==> src/rtl/micro_seq.sv <==
// micro_seq: microprogram sequencer. Computes the next control-store address
// from the sequencing field of the current control word, dispatches on the
// opcode, counts retired instructions and flags undecodable opcodes.
module micro_seq (
  input  logic        clk,
  input  logic        rst,
  input  logic        run,
  input  logic        mem_wait,
  input  logic [5:0]  op,
  input  logic [1:0]  seq,
  output logic [3:0]  mpc,
  output logic        instr_done,
  output logic        illegal,
  output logic [15:0] retired
);

  localparam int unsigned MPC_W = 4;
  localparam int unsigned RET_W = 16;

  // Sequencing field encodings of the control word
  localparam logic [1:0] SEQ_FETCH = 2'b00;
  localparam logic [1:0] SEQ_DISP1 = 2'b01;
  localparam logic [1:0] SEQ_DISP2 = 2'b10;
  localparam logic [1:0] SEQ_NEXT  = 2'b11;

  // Opcodes understood by the dispatch tables
  localparam logic [5:0] OP_LW   = 6'h23;
  localparam logic [5:0] OP_SW   = 6'h2B;
  localparam logic [5:0] OP_RTYP = 6'h00;
  localparam logic [5:0] OP_BEQ  = 6'h04;
  localparam logic [5:0] OP_J    = 6'h02;

  logic [MPC_W-1:0] r_mpc;
  logic             r_instr_done;
  logic             r_illegal;
  logic [RET_W-1:0] r_retired;

  logic             w_d1_valid;
  logic [MPC_W-1:0] w_d1_tgt;
  logic             w_d2_valid;
  logic [MPC_W-1:0] w_d2_tgt;
  logic             w_active;

  // Dispatch-1 table: first microinstruction after decode
  always_comb begin
    w_d1_valid = 1'b1;
    w_d1_tgt   = MPC_W'(0);
    case (op)
      OP_LW, OP_SW: w_d1_tgt = MPC_W'(2);
      OP_RTYP:      w_d1_tgt = MPC_W'(6);
      OP_BEQ:       w_d1_tgt = MPC_W'(8);
      OP_J:         w_d1_tgt = MPC_W'(9);
      default:      w_d1_valid = 1'b0;
    endcase
  end

  // Dispatch-2 table: memory access split between loads and stores
  always_comb begin
    w_d2_valid = 1'b1;
    w_d2_tgt   = MPC_W'(0);
    case (op)
      OP_LW:   w_d2_tgt = MPC_W'(3);
      OP_SW:   w_d2_tgt = MPC_W'(5);
      default: w_d2_valid = 1'b0;
    endcase
  end

  // A cycle advances only when memory is ready and we are not idling at fetch
  assign w_active = !mem_wait && ((r_mpc != MPC_W'(0)) || run);

  // Sequencer state: next address, retire pulse/counter and sticky illegal flag
  always_ff @(posedge clk) begin
    if (rst) begin
      r_mpc        <= MPC_W'(0);
      r_instr_done <= 1'b0;
      r_illegal    <= 1'b0;
      r_retired    <= RET_W'(0);
    end else begin
      r_instr_done <= 1'b0;
      if (w_active) begin
        case (seq)
          SEQ_NEXT: r_mpc <= r_mpc + MPC_W'(1);
          SEQ_DISP1: begin
            if (w_d1_valid) begin
              r_mpc <= w_d1_tgt;
            end else begin
              r_mpc     <= MPC_W'(0);
              r_illegal <= 1'b1;
            end
          end
          SEQ_DISP2: begin
            if (w_d2_valid) begin
              r_mpc <= w_d2_tgt;
            end else begin
              r_mpc     <= MPC_W'(0);
              r_illegal <= 1'b1;
            end
          end
          default: begin
            // Return to fetch; only a return from inside an instruction retires it
            r_mpc <= MPC_W'(0);
            if (r_mpc != MPC_W'(0)) begin
              r_instr_done <= 1'b1;
              r_retired    <= r_retired + RET_W'(1);
            end
          end
        endcase
      end
    end
  end

  assign mpc        = r_mpc;
  assign instr_done = r_instr_done;
  assign illegal    = r_illegal;
  assign retired    = r_retired;

endmodule

==> config.mk <==
export PLATFORM = sky130hd
export DESIGN_NAME = micro_seq
export DESIGN_NICKNAME = d
export VERILOG_FILES = /design/src/rtl/micro_seq.sv
export SDC_FILE = /design/constraint.sdc
export NUM_CORES = 1
export LEC_CHECK = 0
export ABC_AREA = 1
export BUFFER_PORTS_ARGS = -buffer_cell sky130_fd_sc_hd__buf_2
export CELL_PAD_IN_SITES_DETAIL_PLACEMENT = 1
export CELL_PAD_IN_SITES_GLOBAL_PLACEMENT = 1
export CORE_UTILIZATION = 41
export CTS_BUF_LIST = sky130_fd_sc_hd__clkbuf_8
export CTS_CLUSTER_DIAMETER = 100
export DETAILED_ROUTE_END_ITERATION = 6
export PLACE_DENSITY = 0.95
export SLEW_MARGIN = 25
export SYNTH_ARGS = -nofsm -noshare
export SYNTH_HDL_FRONTEND = slang
export SYNTH_SLANG_ARGS = --single-unit
==> constraint.sdc <==
create_clock -name clk -period 2.01 [get_ports clk]
set_input_delay 0 -clock clk [delete_from_list [all_inputs] [get_ports clk]]
set_output_delay 0 -clock clk [all_outputs]
set_load 0.02 [all_outputs]
==> impl_metrics.ini, run 1 <==
[timing]
tightestPinTransition_ns = 0.412
report.final.slew_viol_count = 0
min_period_ns = 1.62
rsz0062_at_grt = false
maxSlewHeadroom_pct = 72.5
period_share_pct = 80.6
max_freq_mhz = 617
setup_viol = 0
fin_tns_setup_ns = 0
holdWs_ns = 0.0508
fin_skew_ns = 0.00704
finalHoldViolations = 0

[placement]
gp_congestion = 0.813
hpwl_mm = 2.63
io_buffer_count = 33
placedCellCount = 272

[route]
drtAntennaViolNets = 0
vias = 1374
drcViolationCount = 0
drt_wl_total_mm = 3.64
first_pass_iters = 4
drtIter0Drc = 27
routedWlPerCell_um = 13.1
viasPerCell = 4.96

[power_and_ir_drop]
power.density_nw_per_um2 = 566
netSwitchingFraction_pct = 21.4
cellLeakagePower_nw = 0.788
p_int_w = 0.000731
p_switching_w = 0.000198
combPwrFrac_pct = 8.2
clkPwrFrac_pct = 44.5
pwr-share-seq_pct = 47.3
ir_worst_vdd_mv = 0.273

[worst_hold_path]
whs_path_depth = 2
min_path_type = in -> reg

[setup_path]
slowest_stage = dfxtp_1
path_max_fanout = 6
arrival_ns = 1.78
reg2regPathDepth = 8
cp.required_ns = 2.17
critical_path_class = reg -> reg
endpoint_kind = flop
crit_chain = inv_1 > ha_1 > nand2_4 > nand4_1 > nor2_4 > nand3_1 > nand2_1 > nor2_1
slowest_delay_ns = 0.42
critPathLaunchType = flop

[cells_and_area]
final_cell_mix = 43 x nand2_1, 33 x buf_2, 26 x nor2_1
instances_no_fill = 277
drive_gt1_share_pct = 24.5
layout_commonest_cell = nand2_1
num_antenna_cells = 0
area_growth_pct = 21.6
fin_nets = 253
fill_cells = 430

[grt]
gr-total-overflow = 0
track_usage_pct = 23.3
antenna_found_initial = 0
grt_pass1_vias = 1393
grt_max_degree = 14
grt_pass1_wl_mm = 6.11

[floorplanning]
start_util_pct = 43.9
core.rowCount = 20
die_area_um2 = 3530
coreArea_um2 = 3080
dieWidth_um = 59.4
ioPinCount = 34
fp.dieH_um = 59.4

[clock_network]
cts_buffers = 3
cts_resized = 0
cts_tree = built
htree_levels = 1
cts.clk_slew.worst_paths_ns = 0.08
insertion_delay_ns = 0.27
clkSinkCount = 22
clock-root-buffer = clkbuf_8
clockBufferDepth = 2

[synthesis]
yosys_warnings = 0
synth_area_per_cell_um2 = 6.85
synth.area.top_cells = dfxtp_1 33%, nand2_1 12%, nor2_1 7.2%
synthesis.nets = 216
synth-seq-cells = 22
postSynthCellCount = 197
yosysTopAreaCellShare_pct = 32.6
ys_types = 24
syn_area_um2 = 1350
synth_top_cell_by_area = dfxtp_1
yosysSeqAreaShare_pct = 32.6

[flow_run]
cap_violations = 0

[run_status]
status = complete, no violations
[metal layers]
layer  part of all wire [%]  GRT usage, %  wire (um)
met1                     44          26.3       1600
met2                     53          44.8       1910
met3                    2.4          2.62         87
met4                    1.0          7.14         38
met5                      0             0          0
[sequential cells by signal, indices dropped and copies added (netlist names)]
name        count
illegal         1
instr_done      1
retired        16
mpc             4
[cell usage after synthesis]
cell type / count
nand2_1: 43
nor2_1: 26
inv_1: 23
dfxtp_1: 22
a21oi_1: 16
nand3_1: 16
ha_1: 7
nor3_1: 7
nand4_1: 6
nor2_2: 4
nor2_4: 4
o21ai_0: 4
nand2_2: 3
buf_2: 2
nand2_4: 2
nand3_2: 2
o21ai_1: 2
xor2_1: 2
a21oi_2: 1
inv_4: 1
nand3b_1: 1
nor3_2: 1
nor3_4: 1
or2_2: 1
[final timing paths]
kind	start	slack (ns)	endpoint
max reg2reg	mpc[0]	0.39	retired[14]
min reg2reg	illegal	0.45	illegal
min	rst	0.05	retired[4]
max	mpc[0]	0.39	retired[14]
[layout make-up]
type,instances,area [um^2],area share [%]
multi-input cells,149,807,49.2
flip-flops and latches,22,440,26.8
repair buffers,34,175,10.7
inverters,24,92.6,5.64
well taps,44,55.1,3.35
clock buffers,3,41.3,2.52
clock inverters,1,30.0,1.83
[worst max-delay path: cells and delay by family (launching register included)]
family        cells  cell delay, ns
flops             1            0.42
fa+ha+maj         1            0.25
buf+inv           1            0.08
simple gates      6            0.76
[timing repair]
| item | in CTS | in global routing |
|---|---|---|
| buffers inserted | 0 | 0 |
| setup endpoints to repair | 0 | 0 |
| hold buffers | 1 | 0 |
| endpoints found under the hold margin | 1 | 0 |
[logic make-up after synthesis]
kind of cell	share of synthesized area, %
compound gates	8.80
flops	32.6
simple gates	43.2
fa+ha+maj	6.49
buf+inv	7.60
xor+xnor	1.30
[through the flow]
stage | utilization [%] | setup slack, ns | area (um^2) | total power [W]
CTS | 53.3 | 0.403 | 1640 | 0.000927
global placement | 50.7 | 0.585 | 1560 | 0.000522
detailed placement | 50.7 | 0.487 | 1560 | 0.000524
global route | 53.3 | 0.292 | 1640 | 0.000966
floorplan | - | 0.510 | 1350 | 0.000497
finish | 53.3 | 0.390 | 1640 | 0.000929
[power groups by stage]
stage	Combinational [W]	Sequential (W)	Clock [W]
after floorplan	0.0000440	0.000453	0
after global placement	0.0000723	0.000450	0
after detailed placement	0.0000738	0.000450	0
after CTS	0.0000762	0.000440	0.000411
after global routing	0.0000871	0.000440	0.000439
final	0.0000759	0.000440	0.000414
No activity file was read; power rests on OpenSTA's default activity.
==> inputs of run 2 (changes only) <==
--- a/config.mk
+++ b/config.mk
@@ -5,15 +5,15 @@
 export SDC_FILE = /design/constraint.sdc
 export NUM_CORES = 1
 export LEC_CHECK = 0
-export ABC_AREA = 1
+export ABC_AREA = 0
 export BUFFER_PORTS_ARGS = -buffer_cell sky130_fd_sc_hd__buf_2
 export CELL_PAD_IN_SITES_DETAIL_PLACEMENT = 1
 export CELL_PAD_IN_SITES_GLOBAL_PLACEMENT = 1
-export CORE_UTILIZATION = 41
+export CORE_UTILIZATION = 39
 export CTS_BUF_LIST = sky130_fd_sc_hd__clkbuf_8
 export CTS_CLUSTER_DIAMETER = 100
 export DETAILED_ROUTE_END_ITERATION = 6
-export PLACE_DENSITY = 0.95
+export PLACE_DENSITY = 0.9
 export SLEW_MARGIN = 25
 export SYNTH_ARGS = -nofsm -noshare
 export SYNTH_HDL_FRONTEND = slang
==> constraint.sdc (replaced) <==
create_clock -name clk -period 1.61 [get_ports clk]
set_input_delay 0 -clock clk [delete_from_list [all_inputs] [get_ports clk]]
set_output_delay 0 -clock clk [all_outputs]
set_load 0.02 [all_outputs]
==> run 2 against run 1 <==
Compared with the run above: the flow now finishes with violations (negative setup slack); global-route usage is 0.96 points higher; total power is 7.2% higher; routed wire length is 5.3% higher; via count is 4.8% lower; die area is 2.9% lower; sequential power is 24% higher; fmax is 7.6% lower; clock power is 17% lower; sequential share of layout area is 0.71 points lower; worst hold slack worse by 0.046 ns; critical endpoint is now retired[13]; largest cell class unchanged; highest routed layer unchanged.
==> impl_metrics.ini, run 2 <==
[run_status]
status = finished with violations
violations = negative setup slack

[timing]
setup_slack_ns = -0.143
min_period_ns = 1.75
setup_viol = 12
fin_tns_setup_ns = -0.773
rsz0062_at_grt = true
max_freq_mhz = 570
finalHoldViolations = 0
holdWs_ns = 0.00521
tightestPinTransition_ns = 0.660
fin_skew_ns = 0.00277
period_share_pct = 109
maxSlewHeadroom_pct = 55.4
report.final.slew_viol_count = 0

[synthesis]
postSynthCellCount = 147
synthesis.nets = 166
yosysSeqAreaShare_pct = 35.4
syn_area_um2 = 1240
synth_most_common_cell = dfxtp_1
async_reset_ff_share_pct = 0
synth_ff_type = dfxtp_1
ys_types = 41
yosysTopAreaCellShare_pct = 35.4
synth_top_cell_by_area = dfxtp_1
synth_common_cells = 22 x dfxtp_1, 14 x nor2_1, 13 x nand2_1, 9 x a21oi_1
synth_edf_count = 0
synth.area.top_cells = dfxtp_1 35%, ha_1 7.0%, nor2_1 4.2%
yosys_warnings = 0
synth-seq-cells = 22
synth_area_per_cell_um2 = 8.47

[floorplanning]
coreArea_um2 = 3050
fp.dieH_um = 58.5
die_area_um2 = 3420
start_util_pct = 40.8
dieWidth_um = 58.5
ioPinCount = 34
core.rowCount = 20

[setup_path]
r2r_setup_slack_ns = -0.14
arrival_ns = 1.96
endpoint_kind = flop
crit_chain = inv_4 > ha_4 > nor3b_4 > or3_4 > or4_1 > a21oi_2
crit_start = mpc[1]
reg2regPathDepth = 6
slowest_stage = or4_1
critPathLaunchType = flop
worstReg2RegEnd = retired[13]
regToRegStartpoint = mpc[1]
path_max_fanout = 8
slowest_delay_ns = 0.45
cp.required_ns = 1.81
endpoint = retired[13]
critical_path_class = reg -> reg

[grt]
track_usage_pct = 24.2
grt_pass1_wl_mm = 6.24
antenna_found_initial = 0
grt_pass1_vias = 1374
grt_max_degree = 24
gr-total-overflow = 0

[placement]
hpwl_mm = 2.98
post-place-ws_ns = -0.216
gp_congestion = 0.851
io_buffer_count = 33

[power_and_ir_drop]
power.density_nw_per_um2 = 574
ir_worst_vdd_mv = 0.249
cellLeakagePower_nw = 0.728
p_total_w = 0.000996

[clock_network]
clkSinkCount = 22
htree_levels = 1
cts_tree = built
cts.clk_slew.worst_paths_ns = 0.08
insertion_delay_ns = 0.26
cts_hold_buf = 0
clockBufferDepth = 2
cts_buffers = 3
clock-root-buffer = clkbuf_8

[cells_and_area]
multi_input_area_um2 = 867
fin_util_pct = 56.8
layout_commonest_cell = buf_2
drive_gt1_share_pct = 42.6
seq_area_um2 = 453
largest_reg_flops = 16
fill_cells = 387
final_cell_mix = 33 x buf_2, 17 x buf_4, 16 x dfxtp_1
area_growth_pct = 39.3
num_antenna_cells = 0
fin_nets = 216

[worst_hold_path]
min_path_type = in -> reg

[route]
drt_wl_total_mm = 3.83
routedWlPerCell_um = 16.0
drtIter0Drc = 43
vias = 1308
drcViolationCount = 0
viasPerCell = 5.47
drtAntennaViolNets = 0
first_pass_iters = 4

[flow_run]
cap_violations = 0
-- run 2: changes by cell type after synthesis, moves of 5 or more --
cell and delta:
a21oi_1 -7, inv_1 -17, nand2_1 -30, nand3_1 -9, nor2_1 -12, nor3_1 -6, o31ai_1 +5, xnor2_1 +5
-- run 2: worst min path at each step --
stage	startpoint	to	cells after the start
3_3_place_gp	rst	instr_done	3
4_1_cts	rst	instr_done	3
2_1_floorplan	rst	instr_done	2
3_5_place_dp	rst	instr_done	3
6_report	rst	instr_done	3
5_1_grt	rst	instr_done	3
-- run 2: logic make-up (layout without fill, tap and decap cells) --
kind of cell             after synthesis  count (layout)  synth area share, %
flip-flops                            22              22                 35.4
buffers and inverters                 11              59                 4.02
AO/OA/AOI/OAI                         30              30                 15.9
XOR/XNOR                              10              10                 7.03
adder cells (fa/ha/maj)                7               7                 7.03
AND/OR/NAND/NOR                       67              67                 30.7
-- run 2: metrics by stage --
step	instances	cell area, um^2
after global routing	239	1730
after floorplan	147	1320
after global placement	235	1610
after detailed placement	235	1610
after CTS	238	1700
final	239	1730
-- run 2: metal layers --
layer | part of all wire, % | track usage [%] | up-vias
met2 | 55 | 48.6 | 39
met5 | 0 | 0 | -
li1 | - | - | 637
met1 | 40 | 25.8 | 625
met3 | 2.8 | 1.98 | 7
met4 | 2.0 | 9.52 | 0
-- run 2: where the power goes --
group          internal (W)  switching [W]  leakage (nW)
combinational     0.0000425      0.0000640         0.525
sequential         0.000544     0.00000191         0.181
clock              0.000167       0.000177        0.0216
total              0.000753       0.000243         0.728
-- run 2: repair_timing --
item,4_1_cts,5_1_grt
setup endpoints to repair,17,17
gates cloned,0,0
pin swaps,2,2
gates resized for setup,8,6
setup buffers,0,1
-- run 2: layout make-up --
type,count,area share (%)
clock buffer,3,2.38
timing repair buffer,50,16.9
multi-input combinational,114,50.0
sequential,22,26.1
inverter,6,1.44
tap,44,3.17
-- run 2: worst max-delay path: cells and delay by family, from the launching register on --
family	cells	cell delay [ns]
AND/OR/NAND/NOR	3	1.01
flip-flops	1	0.36
buffers and inverters	1	0.04
adder cells (fa/ha/maj)	1	0.15
AO/OA/AOI/OAI	1	0.13
